### config.mk
export PLATFORM = sky130hd
export DESIGN_NAME = uart_serial_core_flat
export DESIGN_NICKNAME = d
export VERILOG_FILES = /design/src/rtl/uart_pkg.sv /design/src/rtl/uart_serial_core_if.sv /design/src/rtl/uart_bit_timer.sv /design/src/rtl/uart_serial_core.sv /design/src/flat_wrapper.sv
export SDC_FILE = /design/constraint.sdc
export NUM_CORES = 1
export LEC_CHECK = 0
export BUFFER_PORTS_ARGS = -buffer_cell sky130_fd_sc_hd__buf_2
export CORE_MARGIN = 1.5
export CORE_UTILIZATION = 45
export CTS_BUF_LIST = sky130_fd_sc_hd__clkbuf_2
export DETAILED_ROUTE_END_ITERATION = 6
export SETUP_SLACK_MARGIN = 0.02
export SYNTH_ARGS = -nofsm -noshare
export SYNTH_HDL_FRONTEND = slang
export SYNTH_SLANG_ARGS = --single-unit
### constraint.sdc
create_clock -name CLK -period 6.6 [get_ports CLK]
set_input_delay 1.32 -clock CLK [delete_from_list [all_inputs] [get_ports CLK]]
set_output_delay 1.32 -clock CLK [all_outputs]
set_load 0.005 [all_outputs]
### src/rtl/uart_pkg.sv
`default_nettype none
// ============================================================================
// Module   : uart_pkg
// Purpose  : Shared FSM state encoding and bit-timing helper for the UART core.
// Revision : 1.0 - initial release
// ============================================================================
package uart_pkg;

    typedef enum logic [2:0] {
        IDLE   = 3'd0,
        START  = 3'd1,
        DATA   = 3'd2,
        PARITY = 3'd3,
        STOP   = 3'd4
    } uart_state_e;

    function automatic int calc_cycles_per_bit(input int clk_hz, input int bit_rate);
        return clk_hz / bit_rate;
    endfunction

endpackage
`default_nettype wire

### src/rtl/uart_serial_core_if.sv
`default_nettype none
// ============================================================================
// Module   : uart_serial_core_if
// Purpose  : Pin and byte-stream bundle between the UART core and its host.
// Revision : 1.0 - initial release
// ============================================================================
interface uart_serial_core_if #(
    parameter int PAYLOAD_BITS = 8
);
    logic                    uart_rxd;
    logic                    uart_rx_en;
    logic                    uart_rx_break;
    logic                    uart_rx_valid;
    logic [PAYLOAD_BITS-1:0] uart_rx_data;
    logic                    uart_tx_en;
    logic [PAYLOAD_BITS-1:0] uart_tx_data;
    logic                    uart_txd;
    logic                    uart_tx_busy;

    modport master (
        output uart_rxd, uart_rx_en, uart_tx_en, uart_tx_data,
        input  uart_rx_break, uart_rx_valid, uart_rx_data, uart_txd, uart_tx_busy
    );

    modport slave (
        input  uart_rxd, uart_rx_en, uart_tx_en, uart_tx_data,
        output uart_rx_break, uart_rx_valid, uart_rx_data, uart_txd, uart_tx_busy
    );
endinterface
`default_nettype wire

### src/rtl/uart_bit_timer.sv
`default_nettype none
// ============================================================================
// Module   : uart_bit_timer
// Purpose  : Reloadable down-counter; ticks a full or half bit period after load.
// Revision : 1.0 - initial release
// ============================================================================
module uart_bit_timer #(
    parameter int CYCLES = 16
) (
    input  logic CLK,
    input  logic reset,
    input  logic i_load_full,
    input  logic i_load_half,
    output logic o_tick
);
    localparam int             c_W    = $clog2(CYCLES + 1);
    localparam logic [c_W-1:0] c_FULL = c_W'(CYCLES - 1);
    localparam logic [c_W-1:0] c_HALF = c_W'(CYCLES / 2 - 1);

    logic [c_W-1:0] r_cnt;
    logic           r_run;

    // A reload wins over an expiring count so back-to-back periods stay exact.
    always_ff @(posedge CLK) begin
        if (!reset) begin
            r_cnt <= '0;
            r_run <= 1'b0;
        end else if (i_load_full) begin
            r_cnt <= c_FULL;
            r_run <= 1'b1;
        end else if (i_load_half) begin
            r_cnt <= c_HALF;
            r_run <= 1'b1;
        end else if (r_run) begin
            if (r_cnt == '0) r_run <= 1'b0;
            else             r_cnt <= r_cnt - 1'b1;
        end
    end

    assign o_tick = r_run && (r_cnt == '0);

endmodule
`default_nettype wire

### src/rtl/uart_serial_core.sv
`default_nettype none
// ============================================================================
// Module   : uart_serial_core
// Purpose  : Full-duplex UART (8N1 default); UART_PARITY_EN adds even parity.
// Revision : 1.0 - initial release
// ============================================================================
module uart_serial_core
    import uart_pkg::*;
#(
    parameter int BIT_RATE     = 9600,
    parameter int CLK_HZ       = 100_000_000,
    parameter int PAYLOAD_BITS = 8,
    parameter int STOP_BITS    = 1
) (
    input  logic              CLK,
    input  logic              reset,
    uart_serial_core_if.slave bus
);
    localparam int c_CYCLES = calc_cycles_per_bit(CLK_HZ, BIT_RATE);
    localparam int c_CNT_W  = $clog2((PAYLOAD_BITS > STOP_BITS ? PAYLOAD_BITS : STOP_BITS) + 1);
    localparam logic [c_CNT_W-1:0] c_LAST_DATA = c_CNT_W'(PAYLOAD_BITS - 1);
    localparam logic [c_CNT_W-1:0] c_LAST_STOP = c_CNT_W'(STOP_BITS - 1);
`ifdef UART_PARITY_EN
    localparam uart_state_e c_AFTER_DATA = PARITY;
`else
    localparam uart_state_e c_AFTER_DATA = STOP;
`endif

    // ---------------- receiver ----------------
    logic [1:0]              r_rx_sync;
    uart_state_e             r_rx_state, w_rx_nxt;
    logic [PAYLOAD_BITS-1:0] r_rx_shift, r_rx_data;
    logic [c_CNT_W-1:0]      r_rx_cnt;
    logic r_rx_valid, r_rx_break, r_rx_wait_high;
    logic w_rxd, w_rx_tick, w_rx_load_full, w_rx_load_half, w_rx_shift;
    logic w_rx_cnt_clr, w_rx_cnt_inc, w_rx_valid_set, w_rx_break_set, w_rx_wait_high;
    logic w_rx_par_ok, w_rx_all_zero;
`ifdef UART_PARITY_EN
    logic r_rx_par, w_rx_par_cap;
    assign w_rx_par_ok   = ~^{r_rx_shift, r_rx_par};
    assign w_rx_all_zero = (r_rx_shift == '0) && !r_rx_par;
`else
    assign w_rx_par_ok   = 1'b1;
    assign w_rx_all_zero = (r_rx_shift == '0);
`endif

    assign w_rxd = r_rx_sync[1];

    uart_bit_timer #(.CYCLES(c_CYCLES)) u_rx_timer (
        .CLK(CLK), .reset(reset), .i_load_full(w_rx_load_full),
        .i_load_half(w_rx_load_half), .o_tick(w_rx_tick)
    );

    always_ff @(posedge CLK) begin
        if (!reset) r_rx_state <= IDLE;
        else        r_rx_state <= w_rx_nxt;
    end

    always_comb begin
        w_rx_nxt       = r_rx_state;
        w_rx_load_full = 1'b0;
        w_rx_load_half = 1'b0;
        w_rx_shift     = 1'b0;
        w_rx_cnt_clr   = 1'b0;
        w_rx_cnt_inc   = 1'b0;
        w_rx_valid_set = 1'b0;
        w_rx_break_set = 1'b0;
        w_rx_wait_high = 1'b0;
`ifdef UART_PARITY_EN
        w_rx_par_cap   = 1'b0;
`endif
        if (!bus.uart_rx_en) begin
            w_rx_nxt = IDLE;
        end else begin
            unique case (r_rx_state)
                IDLE: if (!w_rxd) begin
                    w_rx_nxt       = START;
                    w_rx_load_half = 1'b1;
                end
                START: if (w_rx_tick) begin
                    if (w_rxd) begin
                        w_rx_nxt = IDLE;
                    end else begin
                        w_rx_nxt       = DATA;
                        w_rx_load_full = 1'b1;
                        w_rx_cnt_clr   = 1'b1;
                    end
                end
                DATA: if (w_rx_tick) begin
                    w_rx_shift     = 1'b1;
                    w_rx_load_full = 1'b1;
                    if (r_rx_cnt == c_LAST_DATA) w_rx_nxt     = c_AFTER_DATA;
                    else                         w_rx_cnt_inc = 1'b1;
                end
`ifdef UART_PARITY_EN
                PARITY: if (w_rx_tick) begin
                    w_rx_par_cap   = 1'b1;
                    w_rx_load_full = 1'b1;
                    w_rx_nxt       = STOP;
                end
`endif
                // Hold here after a low stop bit so a long break cannot retrigger.
                STOP: if (r_rx_wait_high) begin
                    if (w_rxd) w_rx_nxt       = IDLE;
                    else       w_rx_wait_high = 1'b1;
                end else if (w_rx_tick) begin
                    if (w_rxd) begin
                        w_rx_valid_set = w_rx_par_ok;
                        w_rx_nxt       = IDLE;
                    end else begin
                        w_rx_break_set = w_rx_all_zero;
                        w_rx_wait_high = 1'b1;
                    end
                end
                default: w_rx_nxt = IDLE;
            endcase
        end
    end

    always_ff @(posedge CLK) begin
        if (!reset) begin
            r_rx_sync      <= 2'b11;
            r_rx_shift     <= '0;
            r_rx_cnt       <= '0;
            r_rx_data      <= '0;
            r_rx_valid     <= 1'b0;
            r_rx_break     <= 1'b0;
            r_rx_wait_high <= 1'b0;
        end else begin
            r_rx_sync      <= {r_rx_sync[0], bus.uart_rxd};
            r_rx_valid     <= w_rx_valid_set;
            r_rx_break     <= w_rx_break_set;
            r_rx_wait_high <= w_rx_wait_high;
            if (w_rx_shift)     r_rx_shift <= {w_rxd, r_rx_shift[PAYLOAD_BITS-1:1]};
            if (w_rx_valid_set) r_rx_data  <= r_rx_shift;
            if (w_rx_cnt_clr)      r_rx_cnt <= '0;
            else if (w_rx_cnt_inc) r_rx_cnt <= r_rx_cnt + 1'b1;
        end
    end

`ifdef UART_PARITY_EN
    always_ff @(posedge CLK) begin
        if (!reset)            r_rx_par <= 1'b0;
        else if (w_rx_par_cap) r_rx_par <= w_rxd;
    end
`endif

    assign bus.uart_rx_valid = r_rx_valid;
    assign bus.uart_rx_break = r_rx_break;
    assign bus.uart_rx_data  = r_rx_data;

    // ---------------- transmitter ----------------
    uart_state_e             r_tx_state, w_tx_nxt;
    logic [PAYLOAD_BITS-1:0] r_tx_shift;
    logic [c_CNT_W-1:0]      r_tx_cnt;
    logic w_tx_tick, w_tx_accept, w_tx_load, w_tx_shift, w_tx_cnt_clr, w_tx_cnt_inc, w_txd;
`ifdef UART_PARITY_EN
    logic r_tx_par;
`endif

    uart_bit_timer #(.CYCLES(c_CYCLES)) u_tx_timer (
        .CLK(CLK), .reset(reset), .i_load_full(w_tx_load),
        .i_load_half(1'b0), .o_tick(w_tx_tick)
    );

    always_ff @(posedge CLK) begin
        if (!reset) r_tx_state <= IDLE;
        else        r_tx_state <= w_tx_nxt;
    end

    always_comb begin
        w_tx_nxt     = r_tx_state;
        w_tx_accept  = 1'b0;
        w_tx_load    = 1'b0;
        w_tx_shift   = 1'b0;
        w_tx_cnt_clr = 1'b0;
        w_tx_cnt_inc = 1'b0;
        unique case (r_tx_state)
            IDLE: if (bus.uart_tx_en) begin
                w_tx_accept = 1'b1;
                w_tx_load   = 1'b1;
                w_tx_nxt    = START;
            end
            START: if (w_tx_tick) begin
                w_tx_load    = 1'b1;
                w_tx_cnt_clr = 1'b1;
                w_tx_nxt     = DATA;
            end
            DATA: if (w_tx_tick) begin
                w_tx_load  = 1'b1;
                w_tx_shift = 1'b1;
                if (r_tx_cnt == c_LAST_DATA) begin
                    w_tx_cnt_clr = 1'b1;
                    w_tx_nxt     = c_AFTER_DATA;
                end else begin
                    w_tx_cnt_inc = 1'b1;
                end
            end
`ifdef UART_PARITY_EN
            PARITY: if (w_tx_tick) begin
                w_tx_load = 1'b1;
                w_tx_nxt  = STOP;
            end
`endif
            STOP: if (w_tx_tick) begin
                if (r_tx_cnt == c_LAST_STOP) begin
                    w_tx_nxt = IDLE;
                end else begin
                    w_tx_load    = 1'b1;
                    w_tx_cnt_inc = 1'b1;
                end
            end
            default: w_tx_nxt = IDLE;
        endcase
    end

    always_comb begin
        w_txd = 1'b1;
        unique case (r_tx_state)
            START:   w_txd = 1'b0;
            DATA:    w_txd = r_tx_shift[0];
`ifdef UART_PARITY_EN
            PARITY:  w_txd = r_tx_par;
`endif
            default: w_txd = 1'b1;
        endcase
    end

    always_ff @(posedge CLK) begin
        if (!reset) begin
            r_tx_shift <= '0;
            r_tx_cnt   <= '0;
        end else begin
            if (w_tx_accept)     r_tx_shift <= bus.uart_tx_data;
            else if (w_tx_shift) r_tx_shift <= {1'b0, r_tx_shift[PAYLOAD_BITS-1:1]};
            if (w_tx_cnt_clr)      r_tx_cnt <= '0;
            else if (w_tx_cnt_inc) r_tx_cnt <= r_tx_cnt + 1'b1;
        end
    end

`ifdef UART_PARITY_EN
    always_ff @(posedge CLK) begin
        if (!reset)           r_tx_par <= 1'b0;
        else if (w_tx_accept) r_tx_par <= ^bus.uart_tx_data;
    end
`endif

    assign bus.uart_txd     = w_txd;
    assign bus.uart_tx_busy = (r_tx_state != IDLE);

endmodule
`default_nettype wire

### src/flat_wrapper.sv
// flat-port wrapper written by rule: the top's interface ports become plain ports
module uart_serial_core_flat import uart_pkg::*;
#(
    parameter int BIT_RATE     = 9600,
    parameter int CLK_HZ       = 100_000_000,
    parameter int PAYLOAD_BITS = 8,
    parameter int STOP_BITS    = 1
)
  (CLK, reset, bus_uart_rxd, bus_uart_rx_en, bus_uart_tx_en, bus_uart_tx_data, bus_uart_rx_break, bus_uart_rx_valid, bus_uart_rx_data, bus_uart_txd, bus_uart_tx_busy);
  uart_serial_core_if #(.PAYLOAD_BITS(PAYLOAD_BITS)) bus_i ();
  input  logic CLK;
  input  logic reset;
  input wire logic [$bits(bus_i.uart_rxd)-1:0] bus_uart_rxd;
  input wire logic [$bits(bus_i.uart_rx_en)-1:0] bus_uart_rx_en;
  input wire logic [$bits(bus_i.uart_tx_en)-1:0] bus_uart_tx_en;
  input wire logic [$bits(bus_i.uart_tx_data)-1:0] bus_uart_tx_data;
  output wire logic [$bits(bus_i.uart_rx_break)-1:0] bus_uart_rx_break;
  output wire logic [$bits(bus_i.uart_rx_valid)-1:0] bus_uart_rx_valid;
  output wire logic [$bits(bus_i.uart_rx_data)-1:0] bus_uart_rx_data;
  output wire logic [$bits(bus_i.uart_txd)-1:0] bus_uart_txd;
  output wire logic [$bits(bus_i.uart_tx_busy)-1:0] bus_uart_tx_busy;
  assign bus_i.uart_rxd = bus_uart_rxd;
  assign bus_i.uart_rx_en = bus_uart_rx_en;
  assign bus_i.uart_tx_en = bus_uart_tx_en;
  assign bus_i.uart_tx_data = bus_uart_tx_data;
  assign bus_uart_rx_break = bus_i.uart_rx_break;
  assign bus_uart_rx_valid = bus_i.uart_rx_valid;
  assign bus_uart_rx_data = bus_i.uart_rx_data;
  assign bus_uart_txd = bus_i.uart_txd;
  assign bus_uart_tx_busy = bus_i.uart_tx_busy;
  uart_serial_core #(.BIT_RATE(BIT_RATE), .CLK_HZ(CLK_HZ), .PAYLOAD_BITS(PAYLOAD_BITS), .STOP_BITS(STOP_BITS)) u_core (.CLK(CLK), .reset(reset), .bus(bus_i));
endmodule
======== Word level (Yosys, flattened, before mapping) ========
Cells that the tools add are included.
storage, ports and cells
  output and inout port bits .............. 12
  register bits ........................... 73
  input bits .............................. 13
  logic and storage cells ................. 146
operators by class
  bitwise operators ....................... 6
  reductions and logical operators ........ 29
  add/subtract/negate cells ............... 4
  multiplexer cells ....................... 67
  eq/ne operators ......................... 22
operators with widths
  operator                                               count
  2-to-1 mux 14 bit                                      7
  2-to-1 mux 3 bit                                       13
  2-to-1 mux 1 bit                                       37
  logical NOT 14 bit                                     2
  subtractor 14 x 1 -> 14 bit, second input constant     2
  case mux 3 bit (4 select lines)                        2
  inequality test 2 bit, second input constant           9
  2-to-1 mux 8 bit                                       2
  AND reduction 2 bit                                    6
  OR reduction 2 bit                                     5
  adder 4 x 1 -> 4 bit, second input constant            2
  == test 4 x 3 -> 1 bit, second input constant          2
  logical NOT 8 bit                                      1
  case mux 1 bit (2 select lines)                        4
  == test 3 x 1 -> 1 bit, second input constant          2
  == test 3 x 2 -> 1 bit, second input constant          2
  == test 3 bit, second input constant                   2
  logical NOT 3 bit                                      2
  inequality test 2 x 1 -> 1 bit, second input constant  3
  inverter 1 bit                                         6
  AND reduction 6 bit                                    1
  nonzero test 2 bit                                     3
  nonzero test 3 bit                                     2
  OR reduction 6 bit                                     1
  other kinds (9)                                        10

======== Depth between registers and ports, before layout ========
Gate-level depths: netlist of the first run.
  word-level depth ........................ 7
  mapped depth ............................ 9
  gate-level depth less buffers ........... 7

======== Modules after synthesis ========
Synthesis of the first run repeated with hierarchy kept, for this count alone.
unflattened totals
  cells, all modules ...................... 442
  area total of the unflattened synthesis .. 3764.9 µm²
by module, submodules not included
  module            instances  area an instance (µm²)  cells an instance
  uart_serial_core  1          2013.2                  218
  uart_bit_timer    2          875.8                   112

======== Worst setup path after synthesis of the first run ========
OpenSTA, ideal clock, no wires.
  path kind ............................... input to register
  from .................................... input bus_uart_rx_en
  to ...................................... register u_core.r_rx_shift[7]
  data arrival time ....................... 2319 ps
  cell stages on the path ................. 6
  library setup time ...................... 128 ps
  path buffers ............................ 1
  path slack .............................. 4153 ps
  path through ............................ and3b_1 -> nand4_2 -> nor3_1 -> buf_4 -> mux2i_1 -> nor2_1
on the way
  word-level cells in the longest chain between the ends .. 1
RTL lines
  item                    RTL line                 text
  start: declaration      flat_wrapper.sv:14       input wire logic [$bits(bus_i.uart_rx_en)-1:0] bus_uart_rx_en;
  2-to-1 mux 1 bit        uart_serial_core.sv:72   if (!bus.uart_rx_en) begin
  end signal: assignment  uart_serial_core.sv:134  if (w_rx_shift) r_rx_shift <= {w_rxd, r_rx_shift[PAYLOAD_BITS-1:1]};
  end: declaration        uart_serial_core.sv:32   logic [PAYLOAD_BITS-1:0] r_rx_shift, r_rx_data;
No other way between the ends.
A chain may end at the register's enable or synchronous reset.

======== Final worst setup path of the first run ========
  from .................................... register u_core.r_tx_state[1]
  to ...................................... output bus_uart_txd
on the way
  word-level cells in the longest chain between the ends .. 2
  elaborated cells between the ends (all ways) .. 3
  classes of those cells .................. 2 x eq/ne; 1 x mux
RTL lines
  item                                                              RTL line                 text
  start: declaration                                                uart_serial_core.sv:153  uart_state_e r_tx_state, w_tx_nxt;
  start signal: assignment                                          uart_serial_core.sv:168  else r_tx_state <= w_tx_nxt;
  == test 3 x 2 -> 1 bit or == test 3 x 1 -> 1 bit (tied branches)  uart_serial_core.sv:219  unique case (r_tx_state)
  case mux 1 bit (2 select lines) (*)                               uart_serial_core.sv:219
  end: declaration                                                  flat_wrapper.sv:20       output wire logic [$bits(bus_i.uart_txd)-1:0] bus_uart_txd;
Mark *: on every way between the ends. The rest lies on a longest branch, timed or not.

==> summary.log, run 1 <==
qor: run_status.status completed
qor: min_path.hold_path.startpoint u_core.r_rx_sync[0]
qor: synth.synth_commonest_cells sky130_fd_sc_hd__dfxtp_1 (73), sky130_fd_sc_hd__nor2_1 (42), sky130_fd_sc_hd__a21oi_1 (38)
qor: worst_setup_path.start_kind register
qor: synth.synthCells 401
qor: clocking.cts.sinks 73
qor: worst_setup_path.worstReg2RegStart u_core.u_rx_timer.r_cnt[0]
qor: clocking.ctsLongestPathBuffers 2
qor: floorplan.dieWidth 92.2 um
qor: routing.vias_per_cell 5.52
qor: run.drv.max_cap_violation_count 0
qor: grt.maximum_number_of_pins_on_one_net_before_global_route_repair 38
qor: worst_setup_path.critical_path_arrival 1.47 ns
qor: grt.grt_overflow 0
qor: timing.max_clock_freq 358 MHz
qor: floorplan.core_area 0.00773 mm^2
qor: routing.post_drt_wl_per_cell 13.8 um
qor: grt.globalRouteTotalUtil 18.1%
qor: synth.syn_area 0.00358 mm^2
qor: routing.totalWireLength 7290 um
qor: timing.report.final.hold_viol_count 0
qor: placed_design.buffer_ports.inserted 24
qor: timing.worst_slew_pin_slew 0.739 ns
qor: min_path.hold_path_class register to register
qor: grt.vias_in_the_first_global_route 2,657
qor: synth.top_cells_by_area_in_the_synthesized_netlist sky130_fd_sc_hd__dfxtp_1 (41%), sky130_fd_sc_hd__xnor2_1 (5.6%), sky130_fd_sc_hd__a21oi_1 (5.3%), sky130_fd_sc_hd__mux2i_1 (5.3%), sky130_fd_sc_hd__nor2_1 (4.4%)
qor: clocking.root_buffer sky130_fd_sc_hd__clkbuf_2
qor: grt.antenna_violations_before_repair 0
qor: floorplan.die_height 92.2 um
qor: synth.synthesis.area_per_instance 8.92 um^2
qor: power.share_comb_of_total_power 14.5%
qor: cells_and_area.antenna_cells_inserted 0
qor: worst_setup_path.r2r_cell_count 7
qor: timing.maxSlewViolCount 0
qor: clocking.tritoncts built
qor: synth.synth-edff-count 0
qor: grt.grt_first_pass_wirelength 12,600 um
qor: floorplan.starting_density 46.3%
qor: routing.drtAntennaViolNets 0
qor: clocking.cts.repair.resized 0
qor: synth.synth_top_area_cell sky130_fd_sc_hd__dfxtp_1
qor: power.power.clock.fraction 26.4%
qor: power.seq_power_share 59.1%
qor: timing.period_minus_slack 2.79 ns
qor: synth.yosysWarnings 0
qor: clocking.number_of_buffers_inserted_during_clock_tree_synthesis 9
qor: cells_and_area.fin_cells 527
qor: power.p_sw 0.000249 W
qor: worst_setup_path.setup.worst_path.start u_core.r_tx_state[1]
qor: placed_design.place.gp.congestion 0.785
qor: cells_and_area.final_design_area_no_fill 0.00385 mm^2
qor: worst_setup_path.crit_required 5.28 ns
qor: cells_and_area.post_route_cells_drive_above_1_share 14.1%
qor: routing.detailedRoute.firstPassIterationCount 5
qor: floorplan.die-area 0.00850 mm^2
qor: synth.synth_seq_area_share 40.8%
qor: synth.syn_nets 420
qor: routing.via_count 2,910
qor: synth.yosys.cell_types.count 58
qor: power.intPower 0.000555 W
qor: clocking.cts_hold_buffers 0
qor: routing.detail_route.iter0.violations 97
qor: clocking.ctsHtreeMaxLevel 3
qor: worst_setup_path.critical_path_fanout_max 9
qor: routing.remaining_drc_errors 0
qor: timing.unrepaired_setup_endpoints_after_global_routing no
qor: cells_and_area.design.final.nets 439
qor: timing.clock-skew-final 0.0367 ns
qor: floorplan.ioPinCount 25
qor: clocking.post-cts-setup-buffer-count 0
qor: power.p_leak 1.39 nW
qor: placed_design.placedInstanceArea 0.00376 mm^2
qor: clocking.path_clk_slew 0.21 ns
qor: power.power.density 209 mW/mm^2
qor: floorplan.placement_rows 32
qor: timing.max-slew-margin-rel 50.3%
qor: cells_and_area.flow.area_growth_from_synthesis 7.55%
qor: timing.timing.final.crit_share 42.3%
qor: power.worst_ir_drop_vdd 89.8 uV
qor: timing.fin_tns_setup 0 ns
qor: placed_design.placedCellCount 511
qor: synth.yosys_reg_bits 73
qor: min_path.hold-path-cell-count 1
qor: worst_setup_path.cp-end-kind output pin
qor: synth.synth-main-ff-cell sky130_fd_sc_hd__dfxtp_1
qor: synth.synth_async_reset_ratio 0%
qor: worst_setup_path.timing_worst_setup_path_type register to output pin
qor: placed_design.post-dp-hpwl 5100 um
qor: synth.fraction_of_post_synthesis_cell_area_in_the_top_cell_type_by_area 40.8%
qor: power.swShare 31.0%
qor: clocking.clock_latency 0.48 ns
qor: timing.report.final.setup_viol 0
qor: synth.synth_most_common_cell sky130_fd_sc_hd__dfxtp_1
[final timing paths]
check,slack (ns),endpoint
worst max register to register,4.17,u_core.r_rx_state[1]
worst max-delay path,3.81,bus_uart_txd
worst min register to register,0.44,u_core.r_rx_sync[1]
worst min-delay path,0.44,u_core.r_rx_sync[1]
[cell families (layout without fill, tap and decap cells)]
logic type | Yosys count | in the layout | share of synthesized area, %
buffers and inverters | 30 | 54 | 3.50
xor gates and xnor gates | 26 | 26 | 6.36
DFF | 73 | 73 | 40.8
muxes | 21 | 21 | 5.94
adders and majority gates | 6 | 6 | 2.10
and+or+nand+nor | 170 | 170 | 27.8
AOI/OAI and AO/OA | 75 | 75 | 13.5
[sequential cells by signal (all words and copies together), names as in the netlist]
signal                    cells
u_core.r_tx_state             3
u_core.r_tx_cnt               4
u_core.r_rx_sync              2
u_core.bus.uart_rx_break      1
u_core.u_rx_timer.r_cnt      14
u_core.r_tx_shift             8
u_core.u_tx_timer.r_cnt      14
u_core.u_rx_timer.r_run       1
u_core.bus.uart_rx_valid      1
u_core.u_tx_timer.r_run       1
u_core.r_rx_wait_high         1
u_core.bus.uart_rx_data       8
u_core.r_rx_cnt               4
u_core.r_rx_state             3
u_core.r_rx_shift             8
[area by class of cell]
class	count	area, um^2
sequential	73	1460
clock buffer	9	45.0
multi-input combinational	298	1990
timing repair buffer	25	128
clock inverter	7	46.3
tap	102	128
inverter	13	48.8
fill	760	3880
[worst max-delay path: stages (launching register included)]
cell and delay, ns:
sky130_fd_sc_hd__dfxtp_1 0.52, sky130_fd_sc_hd__nand2b_1 0.13, sky130_fd_sc_hd__o21ai_0 0.17, sky130_fd_sc_hd__nand2_1 0.07
sky130_fd_sc_hd__buf_2 0.13
[per-stage QoR]
step | setup slack [ns] | hold slack, ns | utilization (%) | power (W)
final | 3.81 | 0.438 | 49.8 | 0.000804
after global routing | 3.69 | 0.465 | 49.8 | 0.000847
after floorplan | 4.15 | 0.386 | - | 0.000576
after CTS | 3.74 | 0.445 | 49.8 | 0.000816
after global placement | 3.88 | 0.389 | 48.6 | 0.000598
after detailed placement | 3.83 | 0.398 | 48.6 | 0.000601
[power groups by stage]
stage          Sequential [W]  Combinational (W)  Clock, W
6_report             0.000476           0.000116  0.000212
5_1_grt              0.000478           0.000131  0.000238
4_1_cts              0.000475           0.000117  0.000223
3_5_place_dp         0.000484           0.000117         0
3_3_place_gp         0.000484           0.000115         0
2_1_floorplan        0.000478          0.0000980         0
[layout by cell type (no fill, tap or decap), types with 3 or more instances in the layout]
cell type and n:
sky130_fd_sc_hd__a21oi_1 38, sky130_fd_sc_hd__a22oi_1 3, sky130_fd_sc_hd__buf_2 24, sky130_fd_sc_hd__clkbuf_2 9, sky130_fd_sc_hd__dfxtp_1 73, sky130_fd_sc_hd__ha_1 6, sky130_fd_sc_hd__inv_1 12, sky130_fd_sc_hd__mux2i_1 19
sky130_fd_sc_hd__nand2_1 25, sky130_fd_sc_hd__nand2b_1 8, sky130_fd_sc_hd__nand3_1 15, sky130_fd_sc_hd__nand4_1 3, sky130_fd_sc_hd__nor2_1 42, sky130_fd_sc_hd__nor2b_1 3, sky130_fd_sc_hd__nor3_1 15, sky130_fd_sc_hd__nor3b_1 5
sky130_fd_sc_hd__nor4_1 13, sky130_fd_sc_hd__o21ai_0 15, sky130_fd_sc_hd__or3_1 6, sky130_fd_sc_hd__or4_1 7, sky130_fd_sc_hd__xnor2_1 23, sky130_fd_sc_hd__xor2_1 3
[layer usage]
metal	share of wire [%]	global-route usage [%]
met1	51	25.4
met2	44	27.8
met3	4.0	2.99
met4	0.41	6.79
met5	0	0
(Power assumes the default switching activity.)
==> run 2, diff against run 1 <==
--- a/config.mk
+++ b/config.mk
@@ -5,6 +5,7 @@
 export SDC_FILE = /design/constraint.sdc
 export NUM_CORES = 1
 export LEC_CHECK = 0
+export ABC_AREA = 1
 export BUFFER_PORTS_ARGS = -buffer_cell sky130_fd_sc_hd__buf_2
 export CORE_MARGIN = 1.5
 export CORE_UTILIZATION = 45
==> constraint.sdc (replaced) <==
create_clock -name CLK -period 2.48 [get_ports CLK]
set_input_delay 0.496 -clock CLK [delete_from_list [all_inputs] [get_ports CLK]]
set_output_delay 0.496 -clock CLK [all_outputs]
set_load 0.005 [all_outputs]
==> run 2 against run 1 <==
  * Clock power grew to 3.5 times the previous value
  * Clock skew is 0.0049 ns higher
  * Global-route usage is 1.5 points higher
  * Clock-buffer cell count stayed put
  * Sequential share of layout area is 3.0 points lower
  * Non-clock buffer count is 3 higher
  * Worst setup slack worse by 3.4 ns
  * Cell area is 8.6% higher
  * Critical endpoint unchanged
  * Highest routed layer unchanged
==> summary.log, run 2 <==
qor: timing.fin_tns_setup 0 ns [unchanged]
qor: worst_setup_path.worstReg2RegEnd u_core.u_tx_timer.r_cnt[10]
qor: synth.synthSimpleGateAreaFrac 37.8% [+10 points]
qor: worst_setup_path.cp-end-kind output pin
qor: synth.yosys_reg_bits 73 [unchanged]
qor: grt.grt_first_pass_wirelength 13,900 um [+11%]
qor: worst_setup_path.crit_path_top_delay_cell sky130_fd_sc_hd__dfxtp_1
qor: synth.synth_seq_area_share 38.3% [-2.5 points]
qor: synth.yosys.cell_types.count 34 [-41%]
qor: power.power.density 812 mW/mm^2 [+290%]
qor: clocking.cts_hold_buffers 0 [unchanged]
qor: routing.totalWireLength 8250 um [+13%]
qor: clocking.tritoncts built
qor: worst_setup_path.setup.worst_path.start u_core.r_tx_state[2]
qor: cells_and_area.antenna_cells_inserted 0 [unchanged]
qor: cells_and_area.biggestRegsByFlops u_core.u_rx_timer.r_cnt: 14 flops, u_core.u_tx_timer.r_cnt: 14 flops
qor: clocking.cts.sinks 73 [unchanged]
qor: placed_design.post-dp-hpwl 6180 um [+21%]
qor: floorplan.starting_density 46.4% [+0.12 points]
qor: clocking.ctsHtreeMaxLevel 3 [unchanged]
qor: worst_setup_path.critical_path_arrival 1.59 ns [+0.12 ns]
qor: placed_design.place.gp.congestion 0.864 [+10%]
qor: min_path.hold-path-cell-count 2 [+1]
qor: cells_and_area.layout.core_utilization 50.9% [+1.1 points]
qor: timing.report.final.setup_viol 0 [unchanged]
qor: worst_setup_path.cp_slowest_stage_delay 0.38 ns [-0.14 ns]
qor: cells_and_area.n_fill_cell 837 [+10%]
qor: worst_setup_path.timing.critical_path.mode_cell sky130_fd_sc_hd__nand2_1
qor: floorplan.die_height 95.1 um [+3.1%]
qor: min_path.hold_path_end u_core.r_rx_sync[0]
qor: synth.synth-edff-count 0 [unchanged]
qor: grt.globalRouteTotalUtil 19.6% [+1.5 points]
qor: routing.detail_route.iter0.violations 143 [+47%]
qor: routing.detailedRoute.firstPassIterationCount 4 [-1]
qor: clocking.post-cts-setup-buffer-count 0 [unchanged]
qor: routing.remaining_drc_errors 0 [unchanged]
qor: worst_setup_path.critical_path_fanout_max 5 [-4]
qor: clocking.number_of_buffers_inserted_during_clock_tree_synthesis 9 [unchanged]
qor: synth.synth_most_common_cell sky130_fd_sc_hd__nand2_1
qor: cells_and_area.final_common_cell sky130_fd_sc_hd__nand2_1
qor: worst_setup_path.r2r_cell_count 11 [+4]
qor: synth.synth-compound-area-share 11.8% [-1.7 points]
qor: synth.syn_area 0.00381 mm^2 [+6.6%]
qor: min_path.hold_path.startpoint bus_uart_rxd
qor: worst_setup_path.crit_required 1.98 ns [-3.30 ns]
qor: power.worst_ir_drop_vdd 426 uV [+370%]
qor: timing.worst_slew_pin_slew 0.526 ns [-0.213 ns]
qor: power.p_leak 1.94 nW [+40%]
qor: timing.clock-skew-final 0.0416 ns [+0.00494 ns]
qor: synth.synth_top_family_by_area simple AND/OR/NAND/NOR gates
qor: routing.drtAntennaViolNets 0 [unchanged]
qor: min_path.hold_path_class input pin to register
qor: synth.adder_and_majority_cell_fraction_of_the_synthesized_area 1.97% [-0.13 points]
qor: clocking.root_buffer sky130_fd_sc_hd__clkbuf_2
qor: grt.grt_overflow 0 [unchanged]
qor: cells_and_area.layout_common_cells sky130_fd_sc_hd__nand2_1 (139), sky130_fd_sc_hd__nor2_1 (100), sky130_fd_sc_hd__dfxtp_1 (73)
qor: synth.synth_async_reset_ratio 0% [unchanged]
qor: synth.yosys-mux-area-fraction 0.262% [-5.7 points]
qor: synth.fraction_of_post_synthesis_cell_area_in_the_top_cell_type_by_area 38.3% [-2.5 points]
qor: synth.syn_nets 595 [+42%]
qor: routing.vias_per_cell 4.95 [-10%]
qor: floorplan.die-area 0.00904 mm^2 [+6.4%]
qor: synth.synth-main-ff-cell sky130_fd_sc_hd__dfxtp_1
qor: worst_setup_path.start_kind register
qor: floorplan.placement_rows 33 [+3.1%]
qor: synth.synth_xor_area_share 2.07% [-4.3 points]
qor: timing.period_minus_slack 2.08 ns
qor: worst_setup_path.timing_worst_setup_path_type register to output pin
qor: clocking.cts.repair.resized 0 [unchanged]
qor: timing.unrepaired_setup_endpoints_after_global_routing no
qor: worst_setup_path.worst-r2r-setup-slack 0.63 ns [-3.54 ns]
qor: synth.synth_top_area_cell sky130_fd_sc_hd__dfxtp_1
qor: worst_setup_path.timing.critical_path.cells nor2_1, nand2_1, nand2_1, nand2_1, buf_2
qor: placed_design.buffer_ports.inserted 24 [unchanged]
qor: synth.synthesis.area_per_instance 6.62 um^2 [-26%]
qor: floorplan.ioPinCount 25 [unchanged]
qor: clocking.clock_latency 0.55 ns [+0.07 ns]
qor: grt.vias_in_the_first_global_route 3,089 [+16%]
qor: worst_setup_path.worstReg2RegStart u_core.u_tx_timer.r_cnt[0]
qor: grt.maximum_number_of_pins_on_one_net_before_global_route_repair 22 [-42%]
qor: run.drv.max_cap_violation_count 0 [unchanged]
qor: synth.yosysWarnings 0 [unchanged]
qor: clocking.path_clk_slew 0.24 ns [+0.03 ns]
qor: routing.via_count 3,552 [+22%]
qor: floorplan.core_area 0.00822 mm^2 [+6.3%]
qor: synth.top_cells_by_area_in_the_synthesized_netlist sky130_fd_sc_hd__dfxtp_1 (38%), sky130_fd_sc_hd__nand2_1 (14%), sky130_fd_sc_hd__nor2_1 (9.8%), sky130_fd_sc_hd__inv_1 (6.4%), sky130_fd_sc_hd__a21oi_1 (5.4%)
qor: synth.synthCells 576 [+44%]
qor: cells_and_area.design.final.nets 626 [+43%]
qor: cells_and_area.post_route_cells_drive_above_1_share 12.4% [-1.7 points]
qor: routing.post_drt_wl_per_cell 11.5 um [-17%]
qor: timing.report.final.hold_viol_count 0 [unchanged]
qor: timing.maxSlewViolCount 0 [unchanged]
qor: grt.antenna_violations_before_repair 0 [unchanged]
qor: cells_and_area.flow.area_growth_from_synthesis 9.61%
qor: timing.max-slew-margin-rel 64.9% [+15 points]
qor: floorplan.dieWidth 95.1 um [+3.1%]
qor: run_status.status completed
qor: timing.timing.final.crit_share 83.9%
qor: synth.synth_commonest_cells sky130_fd_sc_hd__nand2_1 (139), sky130_fd_sc_hd__nor2_1 (100), sky130_fd_sc_hd__dfxtp_1 (73)
qor: timing.max_clock_freq 480 MHz
qor: clocking.ctsLongestPathBuffers 2 [unchanged]
[run 2: changes by cell type after synthesis, sizes merged, moves of 15 or more]
cell and change:
xnor2 -22, o21ai +23, nand2 +121, nand3 +26
nor2 +69, inv +55, nor4 -15, mux2i -18
[run 2: power by group]
group | switching [W] | leakage (nW) | total, W | internal, W
Combinational | 0.000814 | 1.28 | 0.00123 | 0.000416
Sequential | 0.000121 | 0.593 | 0.00143 | 0.00131
Clock | 0.000482 | 0.0730 | 0.000735 | 0.000253
Total | 0.00142 | 1.94 | 0.00340 | 0.00198
[run 2: stage by stage]
step | instances | cell area, um^2 | hold WS [ns] | total power [W] | setup slack (ns)
finish | 717 | 4180 | 0.122 | 0.00340 | 0.398
global route | 717 | 4180 | 0.0693 | 0.00370 | 0.199
CTS | 717 | 4180 | 0.0713 | 0.00344 | 0.350
detailed placement | 701 | 4050 | 0.407 | 0.00269 | 0.619
global placement | 701 | 4050 | 0.399 | 0.00268 | 0.604
floorplan | 576 | 3810 | 0.393 | 0.00241 | 0.952
[run 2: cell families (layout without fill, tap and decap cells)]
| family | Yosys count | count (layout) |
|---|---|---|
| mux | 1 | 1 |
| fa+ha+maj | 6 | 6 |
| buf+inv | 76 | 112 |
| xor+xnor | 9 | 9 |
| compound gates | 86 | 86 |
| simple gates | 325 | 325 |
| flops | 73 | 73 |
[run 2: final cells by class]
class	count	area, um^2	share of cell area [%]
multi-input cells	427	2050	49.1
flip-flops and latches	73	1460	34.9
inverters	68	255	6.10
repair buffers	28	150	3.59
well taps	105	131	3.14
clock inverters	7	85.1	2.03
clock buffers	9	45.0	1.08
[run 2: worst max-delay path by stage]
stage / slack [ns] / cells after the start / to
floorplan: 0.95 / 9 / u_core.bus.uart_rx_data[0]
global placement: 0.60 / 10 / u_core.u_rx_timer.r_cnt[10]
detailed placement: 0.62 / 10 / u_core.u_tx_timer.r_cnt[12]
CTS: 0.35 / 5 / bus_uart_txd
global route: 0.20 / 5 / bus_uart_txd
finish: 0.40 / 5 / bus_uart_txd
[run 2: critical path: cells and delay by family, from the launching register on]
family / cells / cell delay [ns]
buf+inv: 1 / 0.13
simple gates: 4 / 0.57
flops: 1 / 0.38
[run 2: per-layer routing]
| layer | up-vias | share of wire (%) | GRT usage [%] | wire (um) |
|---|---|---|---|---|
| met5 | - | 0 | 0 | 0 |
| met4 | 0 | 1.7 | 8.33 | 138 |
| met3 | 11 | 2.4 | 3.19 | 196 |
| met2 | 40 | 46 | 31.1 | 3790 |
| met1 | 1599 | 50 | 26.2 | 4130 |
| li1 | 1902 | - | - | - |
==> run 3, diff against run 2 <==
==> constraint.sdc (replaced) <==
create_clock -name CLK -period 1.8 [get_ports CLK]
set_input_delay 0.36 -clock CLK [delete_from_list [all_inputs] [get_ports CLK]]
set_output_delay 0.36 -clock CLK [all_outputs]
set_load 0.005 [all_outputs]
==> run 3 against run 2 <==
  * Worst setup slack lost 0.32 ns
  * Combinational power increased by 67%
  * Highest routed layer unchanged
  * Cell count is 3.6% higher
  * Worst hold slack got worse by 0.011 ns
  * Clock skew fell by 0.0070 ns
  * Clock-buffer cell count stayed put
  * Critical path depth did not move
  * Cell area increased by 6.6%
  * Die area is the same
  * Core utilization grew 3.4 points
  * Via count increased by 2.2%
  * Critical path type unchanged
==> summary.log, run 3 (synthesis results as in run 2) <==
qor: run_status.status completed
qor: clocking.clock_latency 0.55 ns [about the same]
qor: clocking.root_buffer sky130_fd_sc_hd__clkbuf_2
qor: placed_design.placedInstanceArea 0.00413 mm^2 [+1.9%]
qor: cells_and_area.final_common_cell sky130_fd_sc_hd__nand2_1
qor: min_path.hold_path_class input pin to register
qor: clocking.number_of_buffers_inserted_during_clock_tree_synthesis 9 [unchanged]
qor: timing.period_minus_slack 1.72 ns
qor: cells_and_area.design.final.nets 652 [+4.2%]
qor: floorplan.die_height 95.1 um [unchanged]
qor: worst_setup_path.worstReg2RegEnd u_core.u_rx_timer.r_cnt[2]
qor: worst_setup_path.timing_worst_setup_path_type register to output pin
qor: timing.report.final.setup_viol 0 [unchanged]
qor: cells_and_area.final_design_area_no_fill 0.00446 mm^2 [+6.6%]
qor: clocking.ctsHtreeMaxLevel 3 [unchanged]
qor: power.p_leak 2.09 nW [+7.6%]
qor: placed_design.buffer_ports.inserted 24 [unchanged]
qor: power.power.density 1140 mW/mm^2 [+40%]
qor: routing.post_drt_wl_per_cell 11.5 um [+0.32%]
qor: routing.via_count 3,629 [+2.2%]
qor: timing.clock-skew-final 0.0346 ns [-0.00704 ns]
qor: grt.grt_first_pass_wirelength 14,500 um [+3.7%]
qor: routing.detail_route.iter0.violations 92 [-36%]
qor: worst_setup_path.cp_slowest_stage_delay 0.41 ns [+0.03 ns]
qor: grt.vias_in_the_first_global_route 3,278 [+6.1%]
qor: routing.detailedRoute.firstPassIterationCount 5 [+1]
qor: timing.report.final.hold_viol_count 0 [unchanged]
qor: floorplan.dieWidth 95.1 um [unchanged]
qor: timing.max-slew-margin-rel 71.2% [+6.3 points]
qor: worst_setup_path.crit_required 1.44 ns [-0.54 ns]
qor: routing.met2_wirelength 4030 um [+6.5%]
qor: cells_and_area.layout_common_cells sky130_fd_sc_hd__nand2_1 (133), sky130_fd_sc_hd__nor2_1 (98), sky130_fd_sc_hd__dfxtp_1 (68)
qor: worst_setup_path.critPathTopFamily flip-flops
qor: clocking.ctsLongestPathBuffers 2 [unchanged]
qor: timing.finalHoldWorstSlack 0.110 ns [-0.0114 ns]
qor: routing.vias_per_cell 4.88 [-1.4%]
qor: placed_design.post-dp-hpwl 6270 um [+1.6%]
qor: worst_setup_path.timing.critical_path.buf_inv 1 [unchanged]
qor: worst_setup_path.start_kind register
qor: floorplan.ioPinCount 25 [unchanged]
qor: clocking.tritoncts built
qor: clocking.cts.sinks 73 [unchanged]
qor: min_path.hold-path-cell-count 3 [+1]
qor: floorplan.core_area 0.00822 mm^2 [unchanged]
qor: grt.maximum_number_of_pins_on_one_net_before_global_route_repair 19 [-14%]
qor: grt.globalRouteTotalUtil 20.3% [+0.76 points]
qor: routing.drt-met1-wl 4190 um [+1.5%]
qor: worst_setup_path.worstReg2RegStart u_core.u_rx_timer.r_cnt[0]
qor: routing.remaining_drc_errors 0 [unchanged]
qor: timing.max_clock_freq 581 MHz
qor: worst_setup_path.timing.critical_path.cells nor2_4, nand2_2, nand2_2, nand2_2, buf_2
qor: cells_and_area.flow.area_growth_from_synthesis 16.9%
qor: routing.routed.top_layer met4
qor: cells_and_area.post_route_cells_drive_above_1_share 18.7% [+6.2 points]
qor: timing.unrepaired_setup_endpoints_after_global_routing yes
qor: floorplan.placement_rows 33 [unchanged]
qor: cells_and_area.multi_input_comb_area 0.00212 mm^2 [+3.5%]
qor: floorplan.die-area 0.00904 mm^2 [unchanged]
qor: run.drv.max_cap_violation_count 0 [unchanged]
qor: timing.fin_tns_setup 0 ns [unchanged]
qor: timing.timing.final.crit_share 95.6%
qor: worst_setup_path.r2r_cell_count 11 [unchanged]
qor: min_path.hold_path_end u_core.r_rx_cnt[3]
qor: cells_and_area.biggestRegsByFlops u_core.u_rx_timer.r_cnt: 14 flops, u_core.u_tx_timer.r_cnt: 14 flops
qor: worst_setup_path.critical_path_arrival 1.36 ns [-0.23 ns]
qor: worst_setup_path.crit_path_top_delay_cell sky130_fd_sc_hd__dfxtp_4
qor: routing.totalWireLength 8570 um [+4.0%]
qor: timing.maxSlewViolCount 0 [unchanged]
qor: routing.drtAntennaViolNets 0 [unchanged]
qor: min_path.hold_path.startpoint bus_uart_rx_en
qor: clocking.path_clk_slew 0.24 ns [about the same]
qor: floorplan.starting_density 46.4% [unchanged]
qor: routing.met3_wirelength 226 um [+15%]
qor: grt.grt_overflow 0 [unchanged]
qor: worst_setup_path.timing.critical_path.mode_cell sky130_fd_sc_hd__nand2_2
qor: timing.worst_slew_pin_slew 0.432 ns [-0.0947 ns]
qor: worst_setup_path.worst-r2r-setup-slack 0.16 ns [-0.47 ns]
qor: cells_and_area.regArea 0.00147 mm^2 [+0.77%]
qor: worst_setup_path.cp-end-kind output pin
qor: cells_and_area.antenna_cells_inserted 0 [unchanged]
qor: placed_design.place.gp.congestion 0.823 [-4.7%]
qor: power.worst_ir_drop_vdd 604 uV [+42%]
qor: worst_setup_path.critical_path_fanout_max 3 [-2]
qor: cells_and_area.n_fill_cell 826 [-1.3%]
qor: grt.antenna_violations_before_repair 0 [unchanged]
==> run 3: cell count changes in the layout (fill, tap and decap cells not counted), sizes merged <==
cell	before	now
buf	28	52
clkinv	0	4
clkinvlp	2	1
dlygate4sd3	0	2
inv	72	69
==> run 3: how the worst max path moves through the flow <==
stage / from / endpoint / depth (start not counted)
floorplan: u_core.u_rx_timer.r_cnt[0] / u_core.bus.uart_rx_data[0] / 9
global placement: u_core.u_rx_timer.r_cnt[0] / u_core.r_rx_shift[3] / 9
detailed placement: u_core.u_rx_timer.r_cnt[0] / u_core.r_rx_shift[3] / 9
CTS: u_core.r_tx_state[1] / bus_uart_txd / 5
global route: u_core.r_tx_state[0] / bus_uart_txd / 6
finish: u_core.r_tx_state[2] / bus_uart_txd / 5
==> run 3: where the power goes <==
| group | internal [W] | switching, W | total [W] |
|---|---|---|---|
| clock network | 0.000335 | 0.000665 | 0.00100 |
| logic | 0.000810 | 0.00125 | 0.00206 |
| registers | 0.00182 | 0.000186 | 0.00201 |
==> run 3: worst reg2reg max path, delay by kind of cell (launching register included) <==
kind | cells | cell delay (ns)
AOI/OAI and AO/OA | 1 | 0.11
adders and majority gates | 1 | 0.22
DFF | 1 | 0.37
and+or+nand+nor | 7 | 0.75
buffers and inverters | 2 | 0.10
==> run 3: metrics by stage <==
step / total power (W) / util [%] / instances / worst slack, ns
after floorplan: 0.00333 / - / 576 / 0.272
after global placement: 0.00378 / 50.2 / 711 / 0.0971
after detailed placement: 0.00379 / 50.2 / 711 / 0.0451
after CTS: 0.00496 / 52.9 / 735 / 0.00846
after global routing: 0.00549 / 54.3 / 743 / 0.00496
final: 0.00507 / 54.3 / 743 / 0.0799
==> run 3: metal layers <==
layer | global-route usage (%) | vias up
li1 | - | 1959
met1 | 26.0 | 1612
met2 | 34.3 | 47
met3 | 3.35 | 11
met4 | 7.46 | 0
met5 | 0 | -
==> run 3: layout make-up <==
type	instances	area share, %
multi-input cells	427	47.6
well taps	105	2.95
inverters	68	5.72
repair buffers	54	7.86
flip-flops and latches	73	33.0
clock buffers	9	1.01
clock inverters	7	1.80
==> run 3: what timing repair did <==
action	in CTS	in global routing
resized for setup	13	16
setup endpoints to repair	2	47
pin swaps	5	7
endpoints found under the hold margin	2	0
setup buffers	6	8
hold buffers	2	0
